**src/rtl/retire_trace_fifo.sv**
```systemverilog
// retire_trace_fifo: buffers the hart retire stream in a small FWFT FIFO and
// replays it over valid/ready, with cycle/instret/drop counters and a
// RUN -> DRAIN -> DONE sequence driven by a retired halt.
module retire_trace_fifo #(
    parameter int DEPTH = 8,
    parameter int CNT_W = 32
) (
    input  logic                     i_clk,
    input  logic                     i_rst_n,
    input  logic                     i_retire_valid,
    input  logic [31:0]              i_retire_inst,
    input  logic [31:0]              i_retire_pc,
    input  logic [31:0]              i_retire_next_pc,
    input  logic [4:0]               i_retire_rd_waddr,
    input  logic [31:0]              i_retire_rd_wdata,
    input  logic                     i_retire_trap,
    input  logic                     i_retire_halt,
    output logic                     o_trace_valid,
    input  logic                     i_trace_ready,
    output logic [31:0]              o_trace_inst,
    output logic [31:0]              o_trace_pc,
    output logic [31:0]              o_trace_next_pc,
    output logic [4:0]               o_trace_rd_waddr,
    output logic [31:0]              o_trace_rd_wdata,
    output logic                     o_trace_trap,
    output logic                     o_trace_halt,
    output logic [$clog2(DEPTH):0]   o_count,
    output logic                     o_overflow,
    output logic [CNT_W-1:0]         o_dropped,
    output logic                     o_halted,
    output logic                     o_done,
    output logic [CNT_W-1:0]         o_cycles,
    output logic [CNT_W-1:0]         o_instret
);

    localparam int AW = $clog2(DEPTH);
    localparam int CW = AW + 1;

    typedef enum logic [1:0] {
        S_RUN   = 2'd0,
        S_DRAIN = 2'd1,
        S_DONE  = 2'd2
    } state_t;

    typedef struct packed {
        logic [31:0] inst;
        logic [31:0] pc;
        logic [31:0] next_pc;
        logic [4:0]  rd_waddr;
        logic [31:0] rd_wdata;
        logic        trap;
        logic        halt;
    } entry_t;

    entry_t           mem_q [DEPTH];
    entry_t           wr_entry;
    entry_t           head;

    state_t           state_q, state_d;
    logic [AW-1:0]    wptr_q, wptr_d;
    logic [AW-1:0]    rptr_q, rptr_d;
    logic [CW-1:0]    count_q, count_d;
    logic             overflow_q, overflow_d;
    logic [CNT_W-1:0] dropped_q, dropped_d;
    logic             halted_q, halted_d;
    logic             done_q, done_d;
    logic [CNT_W-1:0] cycles_q, cycles_d;
    logic [CNT_W-1:0] instret_q, instret_d;

    logic             full;
    logic             pop;
    logic             capture;
    logic             push;
    logic             drop;

    // Entry as stored: x0 writes never carry data, so the trace shows 0.
    always_comb begin
        wr_entry          = '0;
        wr_entry.inst     = i_retire_inst;
        wr_entry.pc       = i_retire_pc;
        wr_entry.next_pc  = i_retire_next_pc;
        wr_entry.rd_waddr = i_retire_rd_waddr;
        wr_entry.rd_wdata = (i_retire_rd_waddr == 5'd0) ? 32'd0 : i_retire_rd_wdata;
        wr_entry.trap     = i_retire_trap;
        wr_entry.halt     = i_retire_halt;
    end

    // Next-state logic: handshake, pointers, counters and RUN/DRAIN/DONE sequencing.
    always_comb begin
        state_d    = state_q;
        wptr_d     = wptr_q;
        rptr_d     = rptr_q;
        count_d    = count_q;
        overflow_d = overflow_q;
        dropped_d  = dropped_q;
        halted_d   = halted_q;
        done_d     = done_q;
        cycles_d   = cycles_q;
        instret_d  = instret_q;

        full    = (count_q == CW'(DEPTH));
        pop     = (count_q != '0) && i_trace_ready;
        capture = (state_q == S_RUN) && i_retire_valid;
        // A full FIFO still takes the entry when the head leaves in the same cycle.
        push    = capture && (!full || pop);
        drop    = capture && full && !pop;

        if (push) wptr_d = wptr_q + AW'(1);
        if (pop)  rptr_d = rptr_q + AW'(1);
        count_d = count_q + CW'(push) - CW'(pop);

        if (drop) begin
            overflow_d = 1'b1;
            dropped_d  = dropped_q + CNT_W'(1);
        end

        case (state_q)
            S_RUN: begin
                cycles_d = cycles_q + CNT_W'(1);
                if (capture) begin
                    instret_d = instret_q + CNT_W'(1);
                    if (i_retire_halt) begin
                        state_d  = S_DRAIN;
                        halted_d = 1'b1;
                    end
                end
            end
            S_DRAIN: begin
                if (count_q == '0) begin
                    state_d = S_DONE;
                    done_d  = 1'b1;
                end
            end
            default: state_d = S_DONE;
        endcase
    end

    // Control and counter registers with synchronous active-low reset.
    always_ff @(posedge i_clk) begin
        if (!i_rst_n) begin
            state_q    <= S_RUN;
            wptr_q     <= '0;
            rptr_q     <= '0;
            count_q    <= '0;
            overflow_q <= 1'b0;
            dropped_q  <= '0;
            halted_q   <= 1'b0;
            done_q     <= 1'b0;
            cycles_q   <= '0;
            instret_q  <= '0;
        end else begin
            state_q    <= state_d;
            wptr_q     <= wptr_d;
            rptr_q     <= rptr_d;
            count_q    <= count_d;
            overflow_q <= overflow_d;
            dropped_q  <= dropped_d;
            halted_q   <= halted_d;
            done_q     <= done_d;
            cycles_q   <= cycles_d;
            instret_q  <= instret_d;
        end
    end

    // Storage array; contents need no reset since pointers/count gate visibility.
    always_ff @(posedge i_clk) begin
        if (i_rst_n && push) mem_q[wptr_q] <= wr_entry;
    end

    // First-word-fall-through head; fields only meaningful while valid.
    always_comb begin
        head = mem_q[rptr_q];
    end

    assign o_trace_valid    = (count_q != '0);
    assign o_trace_inst     = head.inst;
    assign o_trace_pc       = head.pc;
    assign o_trace_next_pc  = head.next_pc;
    assign o_trace_rd_waddr = head.rd_waddr;
    assign o_trace_rd_wdata = head.rd_wdata;
    assign o_trace_trap     = head.trap;
    assign o_trace_halt     = head.halt;
    assign o_count          = count_q;
    assign o_overflow       = overflow_q;
    assign o_dropped        = dropped_q;
    assign o_halted         = halted_q;
    assign o_done           = done_q;
    assign o_cycles         = cycles_q;
    assign o_instret        = instret_q;

endmodule
```
**config.mk**
```make
export PLATFORM = sky130hd
export DESIGN_NAME = retire_trace_fifo
export DESIGN_NICKNAME = d
export VERILOG_FILES = /design/src/rtl/retire_trace_fifo.sv
export SDC_FILE = /design/constraint.sdc
export NUM_CORES = 1
export LEC_CHECK = 0
export CAP_MARGIN = 0
export CORE_MARGIN = 3
export CORE_UTILIZATION = 55
export CTS_BUF_LIST = sky130_fd_sc_hd__clkbuf_16
export CTS_CLUSTER_SIZE = 30
export DETAILED_ROUTE_END_ITERATION = 8
export GPL_TIMING_DRIVEN = 0
export PLACE_DENSITY = 0.86
export RECOVER_POWER = 50
export SLEW_MARGIN = 5
export SYNTH_ARGS = -nofsm -noshare
export SYNTH_HDL_FRONTEND = slang
export SYNTH_SLANG_ARGS = --single-unit
```
**constraint.sdc**
```tcl
create_clock -name i_clk -period 29.6 [get_ports i_clk]
set_input_delay 5.92 -clock i_clk [delete_from_list [all_inputs] [get_ports i_clk]]
set_output_delay 5.92 -clock i_clk [all_outputs]
set_load 0.02 [all_outputs]
```
==> impl_metrics.csv, run 1 <==
group,metric,value,unit
cts,cts_setup_buffers,0,
power_and_ir_drop,leakage,17.9,nW
cts,root_buffer,"clkbuf_16",
critical_path,crit_fanout,10,
timing,fmax,0.0941,GHz
cts,clk_latency,690,ps
global_route,grt_pass1_vias,25200,
critical_path,crit_top_cell,"clkbuf_1",
cts,clock_sinks,1194,
floorplan,die_h,294,um
cts,cts-hold-fix-buffers,0,
yosys,yosys_warnings,0,
cts,cts_max_path_buffers,3,
run_status,status,"finished, violations left",
timing,fin_crit_sh,0.359,
critical_path,worstPathRequired,23680,ps
yosys,syn_nets,2359,
timing,finClkSkew,57.6,ps
cts,cts.clk_slew.worst_paths,60,ps
drt,avgViaCountPerCell,6.11,
floorplan,initial_core_util,0.556,
floorplan,coreArea,0.0822,mm2
drt,first_pass_iters,6,
drt,route.detailed.drc,0,
place,place_congestion,0.874,
critical_path,path_buf_inv,4,
critical_path,path_class,"reg2out",
timing,fin_ws,18980,ps
timing,rsz0062_at_grt,"no",
global_route,grt_start_max_net_pins,25,
power_and_ir_drop,pwr-share-clk,0.326,
drt,wire_per_inst,28.6,um
power_and_ir_drop,power_density,78.3,mW/mm2
min_path,holdCritPathClass,"reg2reg",
drt,drt_iter0_markers,2391,
floorplan,core.rowCount,105,
cells_and_area,syn_to_final_growth,21.9,%
timing,period_needed,10620,ps
cells_and_area,multi_input_area,0.0106,mm2
drt,antenna_left,0,
place,hpwl,71200,um
timing,relSlewSlack,-0.202,
yosys,netlist-cell-type-count,52,
run_status,failed_checks,"capacitance limit, slew limit",
critical_path,startpoint_type,"register",
critical_path,slowest_stage,"clkbuf_1",
power_and_ir_drop,power_frac_seq,0.439,
yosys,synth-async-reset-ratio,0,
place,place_ws,19540,ps
timing,slew_viol_final,77,
min_path,min_path_cells,2,
critical_path,worst-r2r-cell-count,9,
cts,cts-htree-levels,3,
floorplan,die_w,294,um
critical_path,slowest_delay,1030,ps
power_and_ir_drop,combPwrFrac,0.234,
cts,cts-resized-gates,0,
cells_and_area,filler_cell_count,4974,
timing,setup_viol,0,
critical_path,worstSetupPathDepth,6,
global_route,track_usage,0.262,
power_and_ir_drop,ir_worst_vdd,0.0526,mV
critical_path,cpLargestDelayFamily,"buffers and inverters",
yosys,seq_area_frac_synth,0.759,
drt,detailroute.via_count,24200,
cts,cts_tree,"done",
place,port_buffers,376,
cells_and_area,ff_latch_area,0.0347,mm2
yosys,syn_inst,2208,
critical_path,crit_chain,"clkbuf_1, clkbuf_1, buf_2, mux4_2, mux2_2, clkdlybuf4s50_1",
yosys,syn_avg_cell_area,20.7,um2
global_route,grt-ovfl-total,0,
power_and_ir_drop,p_switching,1.18,mW
cts,cts_buffers,114,
critical_path,crit_arrival,4700,ps
yosys,synth_seq_cells,1194,
global_route,grt_pass1_wl,167000,um
power_and_ir_drop,switching_share,0.269,
run,max_cap_violations,4,
global_route,antenna_found_initial,38,
power_and_ir_drop,internal_power,3.19,mW
timing,finalHoldViolCount,0,
yosys,netlist_top_cells_area,"edfxtp_1 (71%), mux4_2 (13%), dfxtp_1 (5.0%), mux2_2 (3.3%), nor2_1 (0.86%)",
floorplan,die-area,0.0867,mm2
cells_and_area,drive_gt1_frac,0.230,
yosys,synthFlopType,"edfxtp_1",
critical_path,cp-end-kind,"output pin",
yosys,yosysTopAreaCell,"edfxtp_1",
timing,worst_pin_slew,1800,ps
drt,routed_wl,113000,um
yosys,synth_top_area_frac,0.709,
floorplan,io_pins,378,
yosys,synth_edf_count,1080,
power_and_ir_drop,finalPower,4.37,mW
timing,tns,0,ps
cells_and_area,nNetsFinal,2928,
yosys,syn-cell-area,0.0458,mm2
cells in the mapped netlist (2+ instances only):
library cell	instances
clkbuf_1	68
buf_1	10
mux4_2	270
or4_1	4
nand2b_1	4
nand2_1	47
nor2_1	105
and3_1	10
xnor2_1	42
inv_1	19
dfxtp_1	114
o21ai_0	15
xor2_1	34
or4b_1	2
edfxtp_1	1080
mux2i_1	2
nor3_1	20
o31ai_1	4
and2_1	7
mux2_2	135
nand3_1	31
and4_1	12
buf_2	21
nor4_1	14
nand4_1	28
ha_1	11
or3_1	16
nand4b_1	2
nor2b_1	33
a21oi_1	26
kinds of logic after synthesis:
family	synth area share
AOI/OAI and AO/OA	0.00684
xor gates and xnor gates	0.0145
adders and majority gates	0.00345
buffers and inverters	0.0104
DFF	0.759
muxes	0.167
and+or+nand+nor	0.0395
through the flow:
step / hold WS (ps) / area (um2) / cells / util
5_1_grt: 518 / 55800 / 3954 / 0.678
3_3_place_gp: 460 / 50900 / 3654 / 0.618
3_5_place_dp: 468 / 52200 / 3731 / 0.635
6_report: 487 / 55800 / 3963 / 0.678
2_1_floorplan: 454 / 45800 / 2208 / -
4_1_cts: 487 / 55900 / 3945 / 0.680
final cells by class:
class	instances	area share
Inverter	20	0.00135
Clock buffer	115	0.0516
Sequential cell	1194	0.622
Clock inverter	99	0.0147
Buffer	100	0.00722
Tap cell	1070	0.0240
Multi-Input combinational cell	894	0.189
Timing Repair Buffer	453	0.0888
Antenna cell	18	0.000807
routing by layer:
layer  vias to the layer above  GRT usage  part of all wire
li1                      10200          -                 -
met1                     12400      0.329              0.36
met2                      1319      0.448              0.51
met3                       260     0.0702             0.098
met4                        24     0.0867             0.032
met5                         -          0            0.0014
sequential cells by signal, summed over array words and instances, names as in the netlist, named ones only:
signal / count
mem_q: 1080
o_cycles: 32
o_dropped: 32
o_instret: 32
o_count: 4
rptr_q: 3
wptr_q: 3
state_q: 2
o_done: 1
o_halted: 1
o_overflow: 1
tightest hold or removal path, stage by stage (launching register included):
cell     delay [ps]
dfxtp_1         340
nor2_1           50
nor2_1           70
power by group through the flow:
stage | logic [mW] | registers [mW] | clock network [mW]
finish | 1.02 | 1.92 | 1.43
floorplan | 0.617 | 1.97 | 0
detailed placement | 1.02 | 1.95 | 0
CTS | 1.04 | 1.92 | 1.45
global placement | 0.984 | 1.98 | 0
global route | 1.08 | 1.92 | 1.51
layout by cell type (no fill, tap or decap), types with 44 or more instances in the layout:
master and count:
edfxtp_1 1080, clkbuf_16 115, nand2_1 47, clkbuf_1 75, mux4_2 270, mux2_2 135, dlygate4sd3_1 207, inv_1 44
nor2_1 103, clkdlybuf4s50_1 169, dfxtp_1 114
final timing paths:
| path | start | to | slack [ps] |
|---|---|---|---|
| setup reg to reg | state_q[1]$_SDFFE_PN0P_ | mem_q[6][69]$_DFFE_PP_ | 24710 |
| hold / removal | o_done$_SDFFE_PN0P_ | o_done$_SDFFE_PN0P_ | 490 |
| setup / recovery | register | o_trace_pc[7] | 18980 |
| hold reg to reg | o_done$_SDFFE_PN0P_ | o_done$_SDFFE_PN0P_ | 490 |
(Power assumes the default switching activity.)
==> inputs of run 2 (changes only) <==
==> constraint.sdc (replaced) <==
create_clock -name i_clk -period 10.32 [get_ports i_clk]
set_input_delay 2.064 -clock i_clk [delete_from_list [all_inputs] [get_ports i_clk]]
set_output_delay 2.064 -clock i_clk [all_outputs]
set_load 0.02 [all_outputs]
==> impl_metrics.csv, run 2 (synthesis results as in run 1) <==
group,metric,value,unit
drt,first_pass_iters,5,
cts,cts-hold-fix-buffers,0,
min_path,min_from,"o_overflow$_SDFFE_PN0P_",
critical_path,reg2reg_to,"mem_q[5][100]$_DFFE_PP_",
drt,antenna_left,0,
cells_and_area,nNetsFinal,2913,
timing,fin_crit_sh,0.660,
floorplan,core.rowCount,105,
global_route,grt-ovfl-total,0,
global_route,grt_start_max_net_pins,26,
power_and_ir_drop,leakage,17.9,nW
critical_path,path_class,"reg2out",
drt,detailroute.via_count,24000,
cells_and_area,largest_register,"mem_q",
critical_path,crit_fanout,10,
global_route,grt_pass1_wl,164000,um
critical_path,worst-r2r-cell-count,10,
cells_and_area,layout_common_cells,"edfxtp_1 (1080), mux4_2 (270), dlygate4sd3_1 (207)",
timing,finClkSkew,78.5,ps
place,hpwl,69600,um
critical_path,crit_chain,"clkbuf_1, clkbuf_1, clkbuf_1, mux4_2, mux2_2, clkdlybuf4s50_1",
timing,tns,0,ps
cts,clk_latency,710,ps
place,port_buffers,376,
cells_and_area,drive_gt1_frac,0.229,
run_status,status,"finished, violations left",
floorplan,coreArea,0.0822,mm2
global_route,grt_pass1_vias,25100,
timing,fmax,0.147,GHz
cells_and_area,largest_register_ffs,1080,
critical_path,startpoint_type,"register",
timing,period_needed,6820,ps
cts,cts-htree-levels,3,
drt,drt_iter0_markers,2365,
cells_and_area,syn_to_final_growth,22.0,%
critical_path,crit_arrival,4750,ps
timing,slew_viol_final,151,
cts,cts_tree,"done",
timing,worst_pin_slew,1920,ps
drt,avgViaCountPerCell,6.06,
critical_path,slowest_delay,1070,ps
cts,root_buffer,"clkbuf_16",
floorplan,die-area,0.0867,mm2
global_route,antenna_found_initial,32,
critical_path,path_buf_inv,4,
critical_path,slowest_stage,"clkbuf_1",
min_path,holdCritPathClass,"reg2reg",
min_path,hold_end,"o_overflow$_SDFFE_PN0P_",
global_route,track_usage,0.258,
power_and_ir_drop,power_density,226,mW/mm2
critical_path,cp-end-kind,"output pin",
drt,route.detailed.drc,0,
critical_path,cpLargestDelayFamily,"buffers and inverters",
place,dpl_cell_area,0.0521,mm2
cts,cts_max_path_buffers,3,
floorplan,initial_core_util,0.556,
drt,routed_wl,111000,um
critical_path,worstPathRequired,8260,ps
drt,wire_per_inst,28.2,um
timing,setup_viol,0,
floorplan,die_h,294,um
cells_and_area,mostFrequentLayoutCell,"edfxtp_1",
floorplan,io_pins,378,
cts,clock_sinks,1194,
critical_path,crit_top_cell,"clkbuf_1",
place,dp.cells,3714,
min_path,min_path_cells,2,
critical_path,r2r_slack,5600,ps
timing,relSlewSlack,-0.280,
cts,cts-resized-gates,0,
timing,finalHoldViolCount,0,
timing,rsz0062_at_grt,"no",
power_and_ir_drop,finalPower,12.6,mW
run,max_cap_violations,8,
cts,cts_setup_buffers,0,
cts,cts.clk_slew.worst_paths,60,ps
power_and_ir_drop,ir_worst_vdd,0.168,mV
place,place_congestion,0.878,
floorplan,die_w,294,um
cts,cts_buffers,116,
cells_and_area,final_cell_area,0.0558,mm2
cells_and_area,instances_no_fill,3957,
run_status,failed_checks,"capacitance limit, slew limit",
critical_path,r2r-start,"state_q[1]$_SDFFE_PN0P_",
## run 2: worst max path at each step
stage / from / endpoint / slack [ps] / depth (start not counted)
finish: register / o_trace_trap / 3500 / 6
global route: register / o_trace_rd_wdata[0] / 3320 / 6
CTS: register / o_trace_rd_wdata[0] / 3350 / 6
detailed placement: register / o_trace_rd_wdata[0] / 4160 / 6
global placement: i_retire_valid / mem_q[4][94]$_DFFE_PP_ / -5870 / 6
floorplan: i_retire_valid / mem_q[1][0]$_DFFE_PP_ / 820 / 5
## run 2: tightest hold or removal path, delay by kind of cell (launching register included)
family           cells  cell delay (ps)
and+or+nand+nor      2              120
DFF                  1              320
## run 2: stage by stage
step	setup WS, ps	hold slack (ps)	utilization
after global placement	-5870	456	0.619
after global routing	3320	518	0.679
after detailed placement	4160	460	0.634
after floorplan	820	454	-
after CTS	3350	486	0.681
final	3500	479	0.679
## run 2: per-layer routing
layer | wire [um] | global-route usage | vias to the layer above
li1 | - | - | 10200
met3 | 11400 | 0.0743 | 223
met5 | 135 | 0 | -
met1 | 40600 | 0.333 | 12300
met4 | 3610 | 0.0942 | 22
met2 | 55600 | 0.423 | 1271
## run 2: where the power goes
| group | total (mW) | internal (mW) | switching [mW] |
|---|---|---|---|
| combinational | 2.93 | 1.43 | 1.49 |
| sequential | 5.50 | 5.45 | 0.0567 |
| clock | 4.18 | 2.34 | 1.84 |
| total | 12.6 | 9.22 | 3.39 |
## run 2: final cells by class
type,instances,area [um2]
Inverter,20,75.1
Timing Repair Buffer,436,4820
Fill cell,4925,26400
Antenna cell,24,60.1
Multi-Input combinational cell,894,10600
Clock buffer,117,2930
Tap cell,1070,1340
Clock inverter,102,936
Sequential cell,1194,34700
Buffer,100,402
